$ cat src/rtl/retry_pkg.sv
// retry_pkg: shared types and constants for the retry grant scheduler.
//   state_t     - grant FSM states (IDLE, HOLD)
//   *_DEF       - default parameter values for the scheduler
//   AGE_LIMIT   - age count at which a starved source is promoted to top QoS
package retry_pkg;

  typedef enum logic {IDLE, HOLD} state_t;

  localparam int unsigned SRC_NODE_W_DEF    = 4;
  localparam int unsigned RTY_ENTRY_NUM_DEF = 8;
  localparam int unsigned QOS_CLASS_DEF     = 4;

  localparam int unsigned QOS_W  = 4;
  localparam int unsigned PEND_W = 3;
  localparam int unsigned AGE_W  = 4;

  localparam logic [PEND_W-1:0] PEND_MAX  = 3'd7;
  localparam logic [AGE_W-1:0]  AGE_LIMIT = 4'd15;

endpackage

$ cat src/rtl/retry_qos_rr_arb.sv
// retry_qos_rr_arb: combinational QoS-first, round-robin-tiebreak arbiter.
//   pend  - per-source pending mask
//   qos   - per-source effective QoS
//   ptr   - last granted source; search starts at ptr+1 and wraps
//   win   - winning source index
//   found - at least one source is pending
module retry_qos_rr_arb
  import retry_pkg::*;
#(
  parameter int unsigned IDX_W = SRC_NODE_W_DEF
) (
  input  logic [2**IDX_W-1:0]            pend,
  input  logic [2**IDX_W-1:0][QOS_W-1:0] qos,
  input  logic [IDX_W-1:0]               ptr,
  output logic [IDX_W-1:0]               win,
  output logic                           found
);

  localparam int unsigned NUM = 2**IDX_W;

  logic [IDX_W-1:0] idx;
  logic [QOS_W-1:0] best;

  // Visit sources in round-robin order (ptr+1 .. ptr, wrapping); only a
  // strictly higher QoS displaces the current pick, so among equal QoS
  // the first in round-robin order wins.
  always_comb begin
    win   = '0;
    found = 1'b0;
    best  = '0;
    idx   = '0;
    for (int unsigned i = 1; i <= NUM; i++) begin
      idx = ptr + IDX_W'(i);
      if (pend[idx] && (!found || qos[idx] > best)) begin
        found = 1'b1;
        win   = idx;
        best  = qos[idx];
      end
    end
  end

endmodule

$ cat src/rtl/retry_grant_sched.sv
// retry_grant_sched: tracks per-source retry requests and issues grants
// against a pool of retry credits, highest effective QoS first with
// round-robin tie-break.
//   clk, rst_n                        - clock, async active-low reset
//   vld_rty_in/rdy_rty_in             - retry intake handshake
//   rty_src_id, rty_qos               - retried source and its QoS
//   vld_crd_rtn                       - one retry credit returned
//   vld_out_grant/rdy_out_grant       - grant handshake
//   grant_des_id, grant_qos           - granted source and effective QoS
//   crd_cnt, crd_err                  - free credits, sticky overflow
// Optional: define RTY_AGING_EN to add per-source starvation aging.
module retry_grant_sched
  import retry_pkg::*;
#(
  parameter int unsigned SRC_NODE_W    = SRC_NODE_W_DEF,
  parameter int unsigned RTY_ENTRY_NUM = RTY_ENTRY_NUM_DEF,
  parameter int unsigned QoS_CLASS     = QOS_CLASS_DEF
) (
  input  logic                                   clk,
  input  logic                                   rst_n,
  input  logic                                   vld_rty_in,
  output logic                                   rdy_rty_in,
  input  logic [SRC_NODE_W-1:0]                  rty_src_id,
  input  logic [QOS_W-1:0]                       rty_qos,
  input  logic                                   vld_crd_rtn,
  output logic                                   vld_out_grant,
  input  logic                                   rdy_out_grant,
  output logic [SRC_NODE_W-1:0]                  grant_des_id,
  output logic [QOS_W-1:0]                       grant_qos,
  output logic [$clog2(RTY_ENTRY_NUM+1)-1:0]     crd_cnt,
  output logic                                   crd_err
);

  localparam int unsigned SRC_NUM = 2**SRC_NODE_W;
  localparam int unsigned CNT_W   = $clog2(RTY_ENTRY_NUM+1);
  localparam logic [CNT_W-1:0] CRD_MAX = CNT_W'(RTY_ENTRY_NUM);
  localparam logic [QOS_W-1:0] QOS_TOP = QOS_W'(QoS_CLASS-1);

  state_t                           state;
  logic [SRC_NUM-1:0][PEND_W-1:0]   pend;
  logic [SRC_NUM-1:0][QOS_W-1:0]    qos_reg;
  logic [SRC_NUM-1:0][QOS_W-1:0]    eff_qos;
  logic [SRC_NUM-1:0]               pend_mask;
  logic [SRC_NODE_W-1:0]            ptr;
  logic [SRC_NODE_W-1:0]            win;
  logic                             found;
  logic                             rty_acc;
  logic                             gnt_hs;

`ifdef RTY_AGING_EN
  logic [SRC_NUM-1:0][AGE_W-1:0]    age;
`endif

  assign rdy_rty_in = (pend[rty_src_id] != PEND_MAX);
  assign rty_acc    = vld_rty_in && rdy_rty_in;
  assign gnt_hs     = (state == HOLD) && rdy_out_grant;

  always_comb begin
    pend_mask = '0;
    eff_qos   = '0;
    for (int unsigned s = 0; s < SRC_NUM; s++) begin
      pend_mask[s] = |pend[s];
`ifdef RTY_AGING_EN
      eff_qos[s]   = (age[s] == AGE_LIMIT) ? QOS_TOP : qos_reg[s];
`else
      eff_qos[s]   = qos_reg[s];
`endif
    end
  end

  retry_qos_rr_arb #(.IDX_W(SRC_NODE_W)) u_arb (
    .pend  (pend_mask),
    .qos   (eff_qos),
    .ptr   (ptr),
    .win   (win),
    .found (found)
  );

  // Retry accept and grant handshake on the same source cancel out.
  always_ff @(posedge clk or negedge rst_n) begin
    if (!rst_n) begin
      pend    <= '0;
      qos_reg <= '0;
    end else begin
      for (int unsigned s = 0; s < SRC_NUM; s++) begin
        if (rty_acc && rty_src_id == SRC_NODE_W'(s))
          qos_reg[s] <= rty_qos;
        case ({rty_acc && rty_src_id == SRC_NODE_W'(s),
               gnt_hs && grant_des_id == SRC_NODE_W'(s)})
          2'b10:   pend[s] <= pend[s] + 3'd1;
          2'b01:   pend[s] <= pend[s] - 3'd1;
          default: pend[s] <= pend[s];
        endcase
      end
    end
  end

`ifdef RTY_AGING_EN
  always_ff @(posedge clk or negedge rst_n) begin
    if (!rst_n) begin
      age <= '0;
    end else if (gnt_hs) begin
      for (int unsigned s = 0; s < SRC_NUM; s++) begin
        if (grant_des_id == SRC_NODE_W'(s))
          age[s] <= '0;
        else if (pend_mask[s] && age[s] != AGE_LIMIT)
          age[s] <= age[s] + 4'd1;
      end
    end
  end
`endif

  // Simultaneous grant and return is a net zero; a lone return into a
  // full pool is dropped and flagged.
  always_ff @(posedge clk or negedge rst_n) begin
    if (!rst_n) begin
      crd_cnt <= CRD_MAX;
      crd_err <= 1'b0;
    end else if (gnt_hs && !vld_crd_rtn) begin
      crd_cnt <= crd_cnt - 1'b1;
    end else if (!gnt_hs && vld_crd_rtn) begin
      if (crd_cnt == CRD_MAX)
        crd_err <= 1'b1;
      else
        crd_cnt <= crd_cnt + 1'b1;
    end
  end

  always_ff @(posedge clk or negedge rst_n) begin
    if (!rst_n) begin
      state         <= IDLE;
      vld_out_grant <= 1'b0;
      grant_des_id  <= '0;
      grant_qos     <= '0;
      ptr           <= '0;
    end else begin
      case (state)
        IDLE: begin
          if (crd_cnt != '0 && found) begin
            grant_des_id  <= win;
            grant_qos     <= eff_qos[win];
            vld_out_grant <= 1'b1;
            state         <= HOLD;
          end
        end
        HOLD: begin
          if (rdy_out_grant) begin
            vld_out_grant <= 1'b0;
            ptr           <= grant_des_id;
            state         <= IDLE;
          end
        end
        default: state <= IDLE;
      endcase
    end
  end

endmodule

$ cat config.mk
export PLATFORM = sky130hd
export DESIGN_NAME = retry_grant_sched
export DESIGN_NICKNAME = d
export VERILOG_FILES = /design/src/rtl/retry_pkg.sv /design/src/rtl/retry_qos_rr_arb.sv /design/src/rtl/retry_grant_sched.sv
export SDC_FILE = /design/constraint.sdc
export NUM_CORES = 1
export LEC_CHECK = 0
export CORE_MARGIN = 5
export CORE_UTILIZATION = 46
export CTS_CLUSTER_SIZE = 10
export DETAILED_ROUTE_END_ITERATION = 10
export PLACE_DENSITY_LB_ADDON = 0.25
export SETUP_SLACK_MARGIN = 0.5
export SLEW_MARGIN = 40
export SYNTH_ARGS = -nofsm -noshare
export SYNTH_HDL_FRONTEND = slang
export SYNTH_SLANG_ARGS = --single-unit
$ cat constraint.sdc
create_clock -name clk -period 26.2 [get_ports clk]
set_clock_uncertainty 0.15 [all_clocks]
set_input_delay 2.62 -clock clk [delete_from_list [all_inputs] [get_ports clk]]
set_output_delay 2.62 -clock clk [all_outputs]
set_load 0.02 [all_outputs]
==> results.sh, run 1 <==
export IMPL_dieArea_um2=35690
export IMPL_muxShareOfSynthArea=0.3452
export IMPL_grt_pass1_vias=12023
export IMPL_ios=28
export IMPL_hpwl_mm=38.48
export IMPL_yosysWarnings=0
export IMPL_drt_iter0_markers=1419
export IMPL_r2r_start="ptr[0]"
export IMPL_yosys_area_top_type="dfrtp_1"
export IMPL_path_class="flip-flop to flip-flop"
export IMPL_grt_use_total=0.2680
export IMPL_required_ns=26.35
export IMPL_cts_buffers=17
export IMPL_ys_seq_area_frac=0.2227
export IMPL_ys_seq_elements=131
export IMPL_die_height_um=188.9
export IMPL_cts_clk_slew_worst_paths_ns=0.07
export IMPL_synth_commonest_cells="nand2_1 (132), dfrtp_1 (130), mux4_2 (127)"
export IMPL_cp_num_buf_inv=11
export IMPL_wl_per_cell_um=25.30
export IMPL_hold_path_class="flip-flop to flip-flop"
export IMPL_ys_flop_type="dfrtp_1"
export IMPL_yosys_area_share_adder=0.09703
export IMPL_grt_pass1_wl_mm=73.77
export IMPL_layout_drive_gt1_share=0.3531
export IMPL_min_from="crd_err"
export IMPL_ant_nets=0
export IMPL_nNetsFinal=1693
export IMPL_async_reset_ff_frac=1.000
export IMPL_cts_htree_levels=4
export IMPL_synth_xor_area_share=0.03926
export IMPL_synth_area_um2=14730
export IMPL_seqCellArea_um2=3286
export IMPL_endpoint_kind="flip-flop"
export IMPL_ys_types=80
export IMPL_worst_path_max_fanout=8
export IMPL_dr_pass1_iters=6
export IMPL_timing_critical_path_arrival_ns=25.33
export IMPL_viasPerCell=6.501
export IMPL_core_um2=31560
export IMPL_worstHoldPathCells=1
export IMPL_holdPathEnd="crd_err"
export IMPL_synth_area_top_cells="dfrtp_1 (22%), mux4_2 (19%), ha_1 (7.4%), mux2_2 (7.1%), mux2i_1 (6.9%)"
export IMPL_gr_total_overflow=0
export IMPL_dieWidth_um=188.9
export IMPL_cts_root_buf="clkbuf_16"
export IMPL_synthesis_nets=1582
export IMPL_tritoncts="built"
export IMPL_reg2reg_depth=147
export IMPL_maxCapViolCount=0
export IMPL_rows=65
export IMPL_portBuffers=27
export IMPL_cp_slowest_stage_delay_ns=0.55
export IMPL_antenna_found_initial=0
export IMPL_cp_start_kind="flip-flop"
export IMPL_fmax_mhz=39.71
export IMPL_fin_crit_sh=0.9611
export IMPL_crit_slowest_cell="mux4_2"
export IMPL_tightest_slew_ns=1.010
export IMPL_period_needed_ns=25.18
export IMPL_worst_r2r_endpoint="grant_qos[1]"
export IMPL_status="finished clean"
export IMPL_synth_edf_count=0
export IMPL_nFillCells=2702
export IMPL_clkLatencyLatePin_ns=0.43
export IMPL_clockBufferDepth=2
export IMPL_worst_path_dominant_cell_family="compound AO/OA/AOI/OAI gates"
export IMPL_rsz0062_at_grt="true"
export IMPL_gp_congestion=1.001
export IMPL_synth_compound_area_frac=0.1207
export IMPL_cp_common_cell="o21a_1"
export IMPL_vias=12944
export IMPL_wl_mm=50.37
export IMPL_grt_max_degree=82
export IMPL_hold_violations=0
export IMPL_maxSlewViolCount=0
export IMPL_cts_sinks=131
export IMPL_synth_top_family_by_area="multiplexers"
export IMPL_reg2reg_slack_ns=1.02
export IMPL_avgSynthCellArea_um2=10.05
export IMPL_yosysMostFrequentCell="nand2_1"
export IMPL_drcViolationCount=0
export IMPL_yosys_area_top_type_share=0.2209
export IMPL_multi_input_area_um2=11550
export IMPL_syn2layout_area_growth_pct=21.91
export IMPL_synth_cells=1465
export IMPL_hold_ws_ns=0.3220
export IMPL_slew_headroom=0.3073
export IMPL_setup_viol=0
export IMPL_start_util=0.4667
export IMPL_antennaDiodeCount=0
export IMPL_synthSimpleGateAreaFrac=0.1248
-- placed cells by master (no fill, tap or decap), types with 8 or more instances in the layout --
cell | netlist | layout
mux4_2 | 127 | 130
o21ai_2 | 0 | 12
and2_1 | 16 | 12
and3_1 | 9 | 8
ha_1 | 87 | 66
mux2i_1 | 101 | 91
nor2b_4 | 0 | 8
ha_4 | 0 | 14
nor2b_1 | 25 | 15
clkdlybuf4s50_1 | 0 | 26
inv_1 | 100 | 95
or3_1 | 20 | 16
a21oi_2 | 0 | 9
nor2_2 | 0 | 8
dfrtp_1 | 130 | 127
a31oi_1 | 13 | 11
clkbuf_16 | 0 | 21
nor2_1 | 93 | 84
nor3_1 | 26 | 24
o21ai_1 | 3 | 9
a21oi_1 | 35 | 25
nand4_1 | 11 | 11
a21o_1 | 13 | 13
buf_6 | 2 | 10
xor2_1 | 37 | 36
o21ai_0 | 76 | 56
nand3_1 | 15 | 15
buf_4 | 2 | 125
nand2_1 | 132 | 123
mux2_2 | 93 | 90
xnor2_1 | 29 | 27
fa_1 | 17 | 17
nand2b_1 | 17 | 14
o211ai_1 | 11 | 11
o21a_1 | 27 | 27
-- stage by stage --
step / cell area [µm²] / util / cells / setup TNS (ns) / setup slack [ns]
2_1_floorplan: 14980 / - / 1465 / 0 / 0.5011
3_3_place_gp: 15850 / 0.5022 / 1879 / -0.7843 / -0.2372
3_5_place_dp: 15880 / 0.5033 / 1879 / -3.615 / -0.9188
4_1_cts: 16750 / 0.5308 / 1929 / 0 / 0.5455
5_1_grt: 17950 / 0.5689 / 1991 / -0.8521 / -0.2231
6_report: 17950 / 0.5689 / 1991 / 0 / 1.020
-- flip-flops by register name (all words and copies together) (netlist names) --
name / count
vld_out_grant: 1
state: 1
pend: 48
crd_err: 1
eff_qos: 64
grant_des_id: 4
grant_qos: 4
ptr: 4
crd_cnt: 4
-- layer usage --
layer	part of all wire	global-route usage
met5	0	0
met4	0.043	0.08969
met3	0.082	0.04609
met2	0.47	0.4264
met1	0.41	0.3744
-- area by class of cell --
class                           count  area share
Timing Repair Buffer              174     0.08894
Sequential cell                   131      0.1830
Inverter                          104     0.02272
Clock buffer                       17     0.02370
Tap cell                          402     0.02802
Clock inverter                     15     0.01011
Multi-Input combinational cell   1148      0.6435
-- kinds of logic (layout without fill, tap and decap cells) --
group	count (synthesis)	after routing
AND/OR/NAND/NOR	387	388
adder cells (fa/ha/maj)	104	104
XOR/XNOR	66	66
multiplexers	328	328
AO/OA/AOI/OAI	261	262
buffers and inverters	188	310
flip-flops	131	131
-- timing repair --
| item | CTS | global route |
|---|---|---|
| setup endpoints to repair | 8 | 8 |
| hold buffers | 0 | 0 |
| buffers inserted | 17 | 57 |
| pin swaps | 6 | 76 |
| gates cloned | 1 | 5 |
| gates resized for setup | 21 | 146 |
-- worst max path at each step --
| stage | end | depth (start not counted) | slack, ns | startpoint |
|---|---|---|---|---|
| after floorplan | grant_qos[0] | 162 | 0.50 | ptr[1] |
| after global placement | grant_qos[1] | 148 | -0.24 | ptr[0] |
| after detailed placement | grant_qos[2] | 149 | -0.92 | ptr[0] |
| after CTS | grant_qos[2] | 149 | 0.55 | ptr[0] |
| after global routing | grant_qos[1] | 152 | -0.22 | ptr[0] |
| final | grant_qos[1] | 147 | 1.02 | ptr[0] |
Power of run 1 is left out: the tool's default activity adds up to more than one toggle a clock period on the data nets, which glitch-free logic cannot reach.
==> run 2: changes to the inputs <==
--- a/config.mk
+++ b/config.mk
@@ -5,6 +5,7 @@
 export SDC_FILE = /design/constraint.sdc
 export NUM_CORES = 1
 export LEC_CHECK = 0
+export ABC_AREA = 1
 export CORE_MARGIN = 5
 export CORE_UTILIZATION = 46
 export CTS_CLUSTER_SIZE = 10
==> run 2 against run 1 <==
Net effect: first-iteration DRC count is 16% higher; count of clock-buffer cells in the layout rose by 3; sequential share of layout area increased by 3.1 points; global-route usage is 1.3 points higher; register-to-register slack improved by 2.0 ns; routed wire length is 0.63% lower; area after synthesis down 2.6%; maximum frequency grew 8.8%; die area down 2.5%; via count increased by 15%.
==> results.sh, run 2 <==
export IMPL_status="finished clean"
export IMPL_fin_crit_sh=0.8831
export IMPL_synth_compound_area_frac=0.1745
export IMPL_dr_pass1_iters=6
export IMPL_timing_critical_path_arrival_ns=23.30
export IMPL_cts_root_buf="clkbuf_16"
export IMPL_ant_nets=0
export IMPL_drt_iter0_markers=1642
export IMPL_finalSetupTns_ns=0
export IMPL_fmax_mhz=43.22
export IMPL_avgSynthCellArea_um2=6.375
export IMPL_setup_viol=0
export IMPL_drcViolationCount=0
export IMPL_layout_drive_gt1_share=0.06119
export IMPL_worstHoldPathCells=1
export IMPL_hpwl_mm=39.94
export IMPL_vias=14859
export IMPL_use_met2=0.4403
export IMPL_syn2layout_area_growth_pct=7.173
export IMPL_cts_clk_slew_worst_paths_ns=0.06
export IMPL_grt_max_degree=109
export IMPL_cts_buffers=17
export IMPL_worst_path_max_fanout=61
export IMPL_die_height_um=186.5
export IMPL_ys_seq_elements=131
export IMPL_cts_htree_levels=4
export IMPL_ys_types=51
export IMPL_largest_register_ffs=64
export IMPL_slew_headroom=0.4313
export IMPL_synth_edf_count=0
export IMPL_crit_slowest_cell="dfrtp_4"
export IMPL_yosys_area_top_type="dfrtp_1"
export IMPL_viasPerCell=5.639
export IMPL_dieWidth_um=186.5
export IMPL_path_class="flip-flop to flip-flop"
export IMPL_cp_start_kind="flip-flop"
export IMPL_antenna_found_initial=0
export IMPL_nNetsFinal=2343
export IMPL_worst_r2r_endpoint="grant_qos[1]"
export IMPL_tightest_slew_ns=0.8441
export IMPL_maxCapViolCount=0
export IMPL_async_reset_ff_frac=1.000
export IMPL_core_um2=30670
export IMPL_dieArea_um2=34800
export IMPL_antennaDiodeCount=0
export IMPL_clockBufferDepth=2
export IMPL_gp_congestion=1.008
export IMPL_synth_area_um2=14340
export IMPL_required_ns=26.36
export IMPL_ios=28
export IMPL_wl_per_cell_um=19.00
export IMPL_ys_flop_type="dfrtp_1"
export IMPL_synth_xor_area_share=0.02923
export IMPL_cp_slowest_stage_delay_ns=0.52
export IMPL_synth_area_top_cells="dfrtp_1 (23%), nand2_1 (20%), o21ai_0 (11%), ha_1 (7.6%), nand3_1 (6.9%)"
export IMPL_portBuffers=27
export IMPL_hold_path_class="flip-flop to flip-flop"
export IMPL_period_needed_ns=23.14
export IMPL_cp_common_cell="nand2_1"
export IMPL_yosysWarnings=0
export IMPL_layout_common_cells="nand2_1 (752), o21ai_0 (317), inv_1 (259)"
export IMPL_grt_pass1_wl_mm=78.36
export IMPL_grt_pass1_vias=13623
export IMPL_yosys_area_share_adder=0.09966
export IMPL_wl_mm=50.06
export IMPL_rsz0062_at_grt="false"
export IMPL_muxShareOfSynthArea=0.02862
export IMPL_use_met3=0.03587
export IMPL_hold_violations=0
export IMPL_synth_top_family_by_area="simple AND/OR/NAND/NOR gates"
export IMPL_holdPathEnd="pend[27]"
export IMPL_yosysMostFrequentCell="nand2_1"
export IMPL_rows=64
export IMPL_synthSimpleGateAreaFrac=0.3314
export IMPL_min_from="pend[27]"
export IMPL_maxSlewViolCount=0
export IMPL_final_util=0.5010
export IMPL_tritoncts="built"
export IMPL_yosys_area_top_type_share=0.2269
export IMPL_ys_seq_area_frac=0.2287
export IMPL_clkLatencyLatePin_ns=0.43
export IMPL_reg2reg_slack_ns=3.06
export IMPL_grt_use_total=0.2806
export IMPL_endpoint_kind="flip-flop"
export IMPL_gr_total_overflow=0
export IMPL_use_met1=0.3997
export IMPL_layout_commonest_cell="nand2_1"
export IMPL_cts_sinks=131
export IMPL_r2r_start="ptr[0]"
export IMPL_reg2reg_depth=175
export IMPL_synthesis_nets=2366
export IMPL_synth_cells=2249
export IMPL_start_util=0.4675
export IMPL_synth_commonest_cells="nand2_1 (753), o21ai_0 (319), inv_1 (260)"
export IMPL_top_usage_layer="met2"
[run 2: cell count changes after synthesis, moves of 25 or more]
cell | previous run | this run
clkbuf_1 | 56 | 31
inv_1 | 100 | 260
mux2_2 | 93 | 0
mux2i_1 | 101 | 41
mux4_2 | 127 | 0
nand2_1 | 132 | 753
nand3_1 | 15 | 199
nor2b_1 | 25 | 0
nor3_1 | 26 | 0
o21ai_0 | 76 | 319
[run 2: how the worst max path moves through the flow]
stage,startpoint,end,cells past startpoint
3_5_place_dp,ptr[0],grant_qos[0],172
4_1_cts,ptr[0],grant_qos[0],171
3_3_place_gp,ptr[0],grant_qos[0],171
6_report,ptr[0],grant_qos[1],175
5_1_grt,ptr[0],grant_qos[1],175
2_1_floorplan,ptr[1],grant_qos[3],194
[run 2: cells by family (layout without fill, tap and decap cells)]
kind of cell | Yosys count | count (layout)
compound gates | 457 | 457
xor+xnor | 41 | 41
fa+ha+maj | 104 | 104
buf+inv | 361 | 351
flops | 131 | 131
mux | 41 | 41
simple gates | 1114 | 1114
[run 2: final cells by class]
| type | count | area (µm²) |
|---|---|---|
| Clock buffer | 20 | 466.7 |
| Inverter | 274 | 1045 |
| Sequential cell | 131 | 3283 |
| Multi-Input combinational cell | 1757 | 9532 |
| Timing Repair inverter | 1 | 5.005 |
| Clock inverter | 12 | 128.9 |
| Tap cell | 396 | 495.5 |
| Fill cell | 3213 | 15300 |
| Timing Repair Buffer | 44 | 410.4 |
[run 2: worst max-delay path: cells and delay by family, from the launching register on]
kind                     cells  cell delay [ns]
adder cells (fa/ha/maj)     16             4.39
flip-flops                   1             0.52
AND/OR/NAND/NOR            103            10.96
AO/OA/AOI/OAI               29             3.66
buffers and inverters       27             3.28
[run 2: metal layers]
metal | vias to the layer above | wire length [µm] | share of wire
li1 | 7260 | - | -
met1 | 6870 | 22390 | 0.45
met2 | 639 | 21900 | 0.44
met3 | 90 | 3852 | 0.077
met4 | 0 | 1911 | 0.038
met5 | - | 0 | 0
[run 2: what timing repair did]
action                                  CTS  global route
hold endpoints to repair                  0             0
endpoints found under the setup margin    0             8
resized for setup                         0             6
hold buffers                              0             0
buffers inserted                          0             3
[run 2: stage by stage]
step / hold slack [ns] / setup slack (ns) / cells / cell area, µm²
6_report: 0.3206 / 3.063 / 2635 / 15370
5_1_grt: 0.3432 / 0.6199 / 2635 / 15370
4_1_cts: 0.3252 / 2.555 / 2631 / 15310
3_5_place_dp: 0.3130 / 2.634 / 2599 / 14720
3_3_place_gp: 0.3106 / 3.345 / 2599 / 14710
2_1_floorplan: 0.2965 / 6.069 / 2249 / 14340
Power of run 2 is left out for the same reason.
==> run 3: changes to the inputs <==
--- a/config.mk
+++ b/config.mk
@@ -12,7 +12,8 @@
 export DETAILED_ROUTE_END_ITERATION = 10
 export PLACE_DENSITY_LB_ADDON = 0.25
 export SETUP_SLACK_MARGIN = 0.5
-export SLEW_MARGIN = 40
+export SLEW_MARGIN = 20
 export SYNTH_ARGS = -nofsm -noshare
 export SYNTH_HDL_FRONTEND = slang
+export SYNTH_HIERARCHICAL = 1
 export SYNTH_SLANG_ARGS = --single-unit
==> run 3 against run 2 <==
Net effect: area after synthesis is 2.9% higher; hold slack worse by 0.0050 ns; critical endpoint is now grant_qos[0]; highest routed layer unchanged; routed wire length is 6.9% higher; sequential share of layout area is 0.61 points lower; setup slack worse by 0.056 ns; via count is 7.7% higher; count of clock-buffer cells in the layout is 5 higher; largest cell class unchanged.
==> results.sh, run 3 <==
export IMPL_cts_sinks=131
export IMPL_layout_common_cells="nand2_1 (863), nand3_1 (289), inv_1 (240)"
export IMPL_gr_total_overflow=0
export IMPL_worstHoldPathCells=1
export IMPL_cp_start_kind="flip-flop"
export IMPL_endpoint_kind="flip-flop"
export IMPL_dieArea_um2=35770
export IMPL_nNetsFinal=2500
export IMPL_avgSynthCellArea_um2=6.072
export IMPL_timing_critical_path_arrival_ns=23.38
export IMPL_rows=65
export IMPL_core_um2=31640
export IMPL_synth_commonest_cells="nand2_1 (870), nand3_1 (289), inv_1 (243)"
export IMPL_viasPerCell=5.726
export IMPL_final_cells=2796
export IMPL_grt_use_total=0.2893
export IMPL_yosysWarnings=6
export IMPL_status="finished clean"
export IMPL_largest_register_ffs=64
export IMPL_grt_pass1_vias=14395
export IMPL_antennaDiodeCount=0
export IMPL_synth_area_um2=14760
export IMPL_grt_max_degree=113
export IMPL_layout_drive_gt1_share=0.05848
export IMPL_hold_violations=0
export IMPL_crit_slowest_cell="nor2_1"
export IMPL_vias=16010
export IMPL_cts_buffers=17
export IMPL_clkLatencyLatePin_ns=0.42
export IMPL_synth_area_top_cells="nand2_1 (22%), dfrtp_1 (22%), nand3_1 (9.8%), ha_1 (7.4%), o21ai_0 (7.0%)"
export IMPL_wl_mm=53.50
export IMPL_synthesis_nets=2548
export IMPL_cts_root_buf="clkbuf_16"
export IMPL_ys_seq_area_frac=0.2222
export IMPL_yosysMostFrequentCell="nand2_1"
export IMPL_maxCapViolCount=0
export IMPL_tightest_slew_ns=1.018
export IMPL_clockBufferDepth=2
export IMPL_fin_crit_sh=0.8852
export IMPL_worst_path_max_fanout=52
export IMPL_ant_nets=0
export IMPL_drt_iter0_markers=1652
export IMPL_ys_seq_elements=131
export IMPL_maxSlewViolCount=0
export IMPL_die_height_um=189.1
export IMPL_syn2layout_area_growth_pct=7.154
export IMPL_antenna_found_initial=0
export IMPL_path_class="flip-flop to flip-flop"
export IMPL_reg2reg_depth=161
export IMPL_cts_htree_levels=4
export IMPL_gp_congestion=1.007
export IMPL_hold_path_class="flip-flop to flip-flop"
export IMPL_ys_flop_type="dfrtp_1"
export IMPL_yosys_area_top_type_share=0.2212
export IMPL_layout_commonest_cell="nand2_1"
export IMPL_reg2reg_slack_ns=3.01
export IMPL_period_needed_ns=23.19
export IMPL_hpwl_mm=41.21
export IMPL_cts_hold_buffers=0
export IMPL_setup_viol=0
export IMPL_ios=28
export IMPL_rsz0062_at_grt="false"
export IMPL_fmax_mhz=43.12
export IMPL_finalWorstSetupSlack_ns=3.007
export IMPL_start_util=0.4666
export IMPL_tritoncts="built"
export IMPL_slew_headroom=0.3165
export IMPL_wl_per_cell_um=19.13
export IMPL_cp_slowest_stage_delay_ns=0.48
export IMPL_yosys_area_top_type="nand2_1"
export IMPL_synth_edf_count=0
export IMPL_portBuffers=27
export IMPL_dr_pass1_iters=5
export IMPL_dp_cells=2760
export IMPL_finalSetupTns_ns=0
export IMPL_drcViolationCount=0
export IMPL_pre_cts_ws_ns=1.092
export IMPL_cts_clk_slew_worst_paths_ns=0.06
export IMPL_grt_pass1_wl_mm=81.88
export IMPL_dieWidth_um=189.1
export IMPL_cp_common_cell="nand2_1"
export IMPL_hold_ws_ns=0.3156
export IMPL_required_ns=26.39
export IMPL_async_reset_ff_frac=1.000
export IMPL_synth_cells=2431
export IMPL_ys_types=49
==> run 3: per-stage QoR <==
stage	util	instance area [µm²]
floorplan	-	14760
global placement	0.4786	15140
detailed placement	0.4786	15140
CTS	0.4955	15680
global route	0.4999	15820
finish	0.4999	15820
==> run 3: layer usage <==
layer  global-route usage  part of all wire  up-vias
met3              0.04185             0.075      103
met4               0.1099             0.042        0
met1               0.3967              0.43     7431
met5                    0                 0        -
li1                     -                 -     7826
met2               0.4639              0.45      650
==> run 3: layout make-up <==
| type | instances | area [µm²] |
|---|---|---|
| fillers | 3309 | 15820 |
| multi-input cells | 1919 | 9997 |
| flip-flops and latches | 131 | 3283 |
| inverters | 264 | 1007 |
| clock buffers | 25 | 505.5 |
| well taps | 402 | 503.0 |
| repair buffers | 48 | 480.5 |
| clock inverters | 5 | 27.53 |
| repair inverters | 2 | 12.51 |
==> run 3: worst max-delay path: cells and delay by family, from the launching register on <==
kind	cells	cell delay (ns)
AND/OR/NAND/NOR	88	10.51
AO/OA/AOI/OAI	38	4.77
adder cells (fa/ha/maj)	16	4.37
buffers and inverters	19	2.78
flip-flops	1	0.39
==> run 3: cells by family (layout without fill, tap and decap cells) <==
kind of cell               count (synthesis)  in the layout  synth area share
AOI/OAI and AO/OA                        348            349            0.1337
xor gates and xnor gates                  42             42           0.02645
adders and majority gates                104            104           0.09680
buffers and inverters                    382            344            0.1028
DFF                                      131            131            0.2222
muxes                                      6              6          0.004069
and+or+nand+nor                         1418           1418            0.4140
==> run 3: timing repair <==
action | 4_1_cts | 5_1_grt
buffers inserted | 0 | 3
gates resized for setup | 0 | 21
setup endpoints to repair | 0 | 8
hold endpoints to repair | 0 | 0
==> run 3: path summary, 6_finish.rpt <==
| check | from | to |
|---|---|---|
| max in group asynchronous | rst_n | ptr[0] |
| min in group asynchronous | rst_n | pend[31] |
| setup reg to reg | ptr[1] | grant_qos[0] |
| hold / removal | crd_err | crd_err |
| hold reg to reg | crd_err | crd_err |
| setup / recovery | ptr[1] | grant_qos[0] |
Power of run 3 is left out for the same reason.
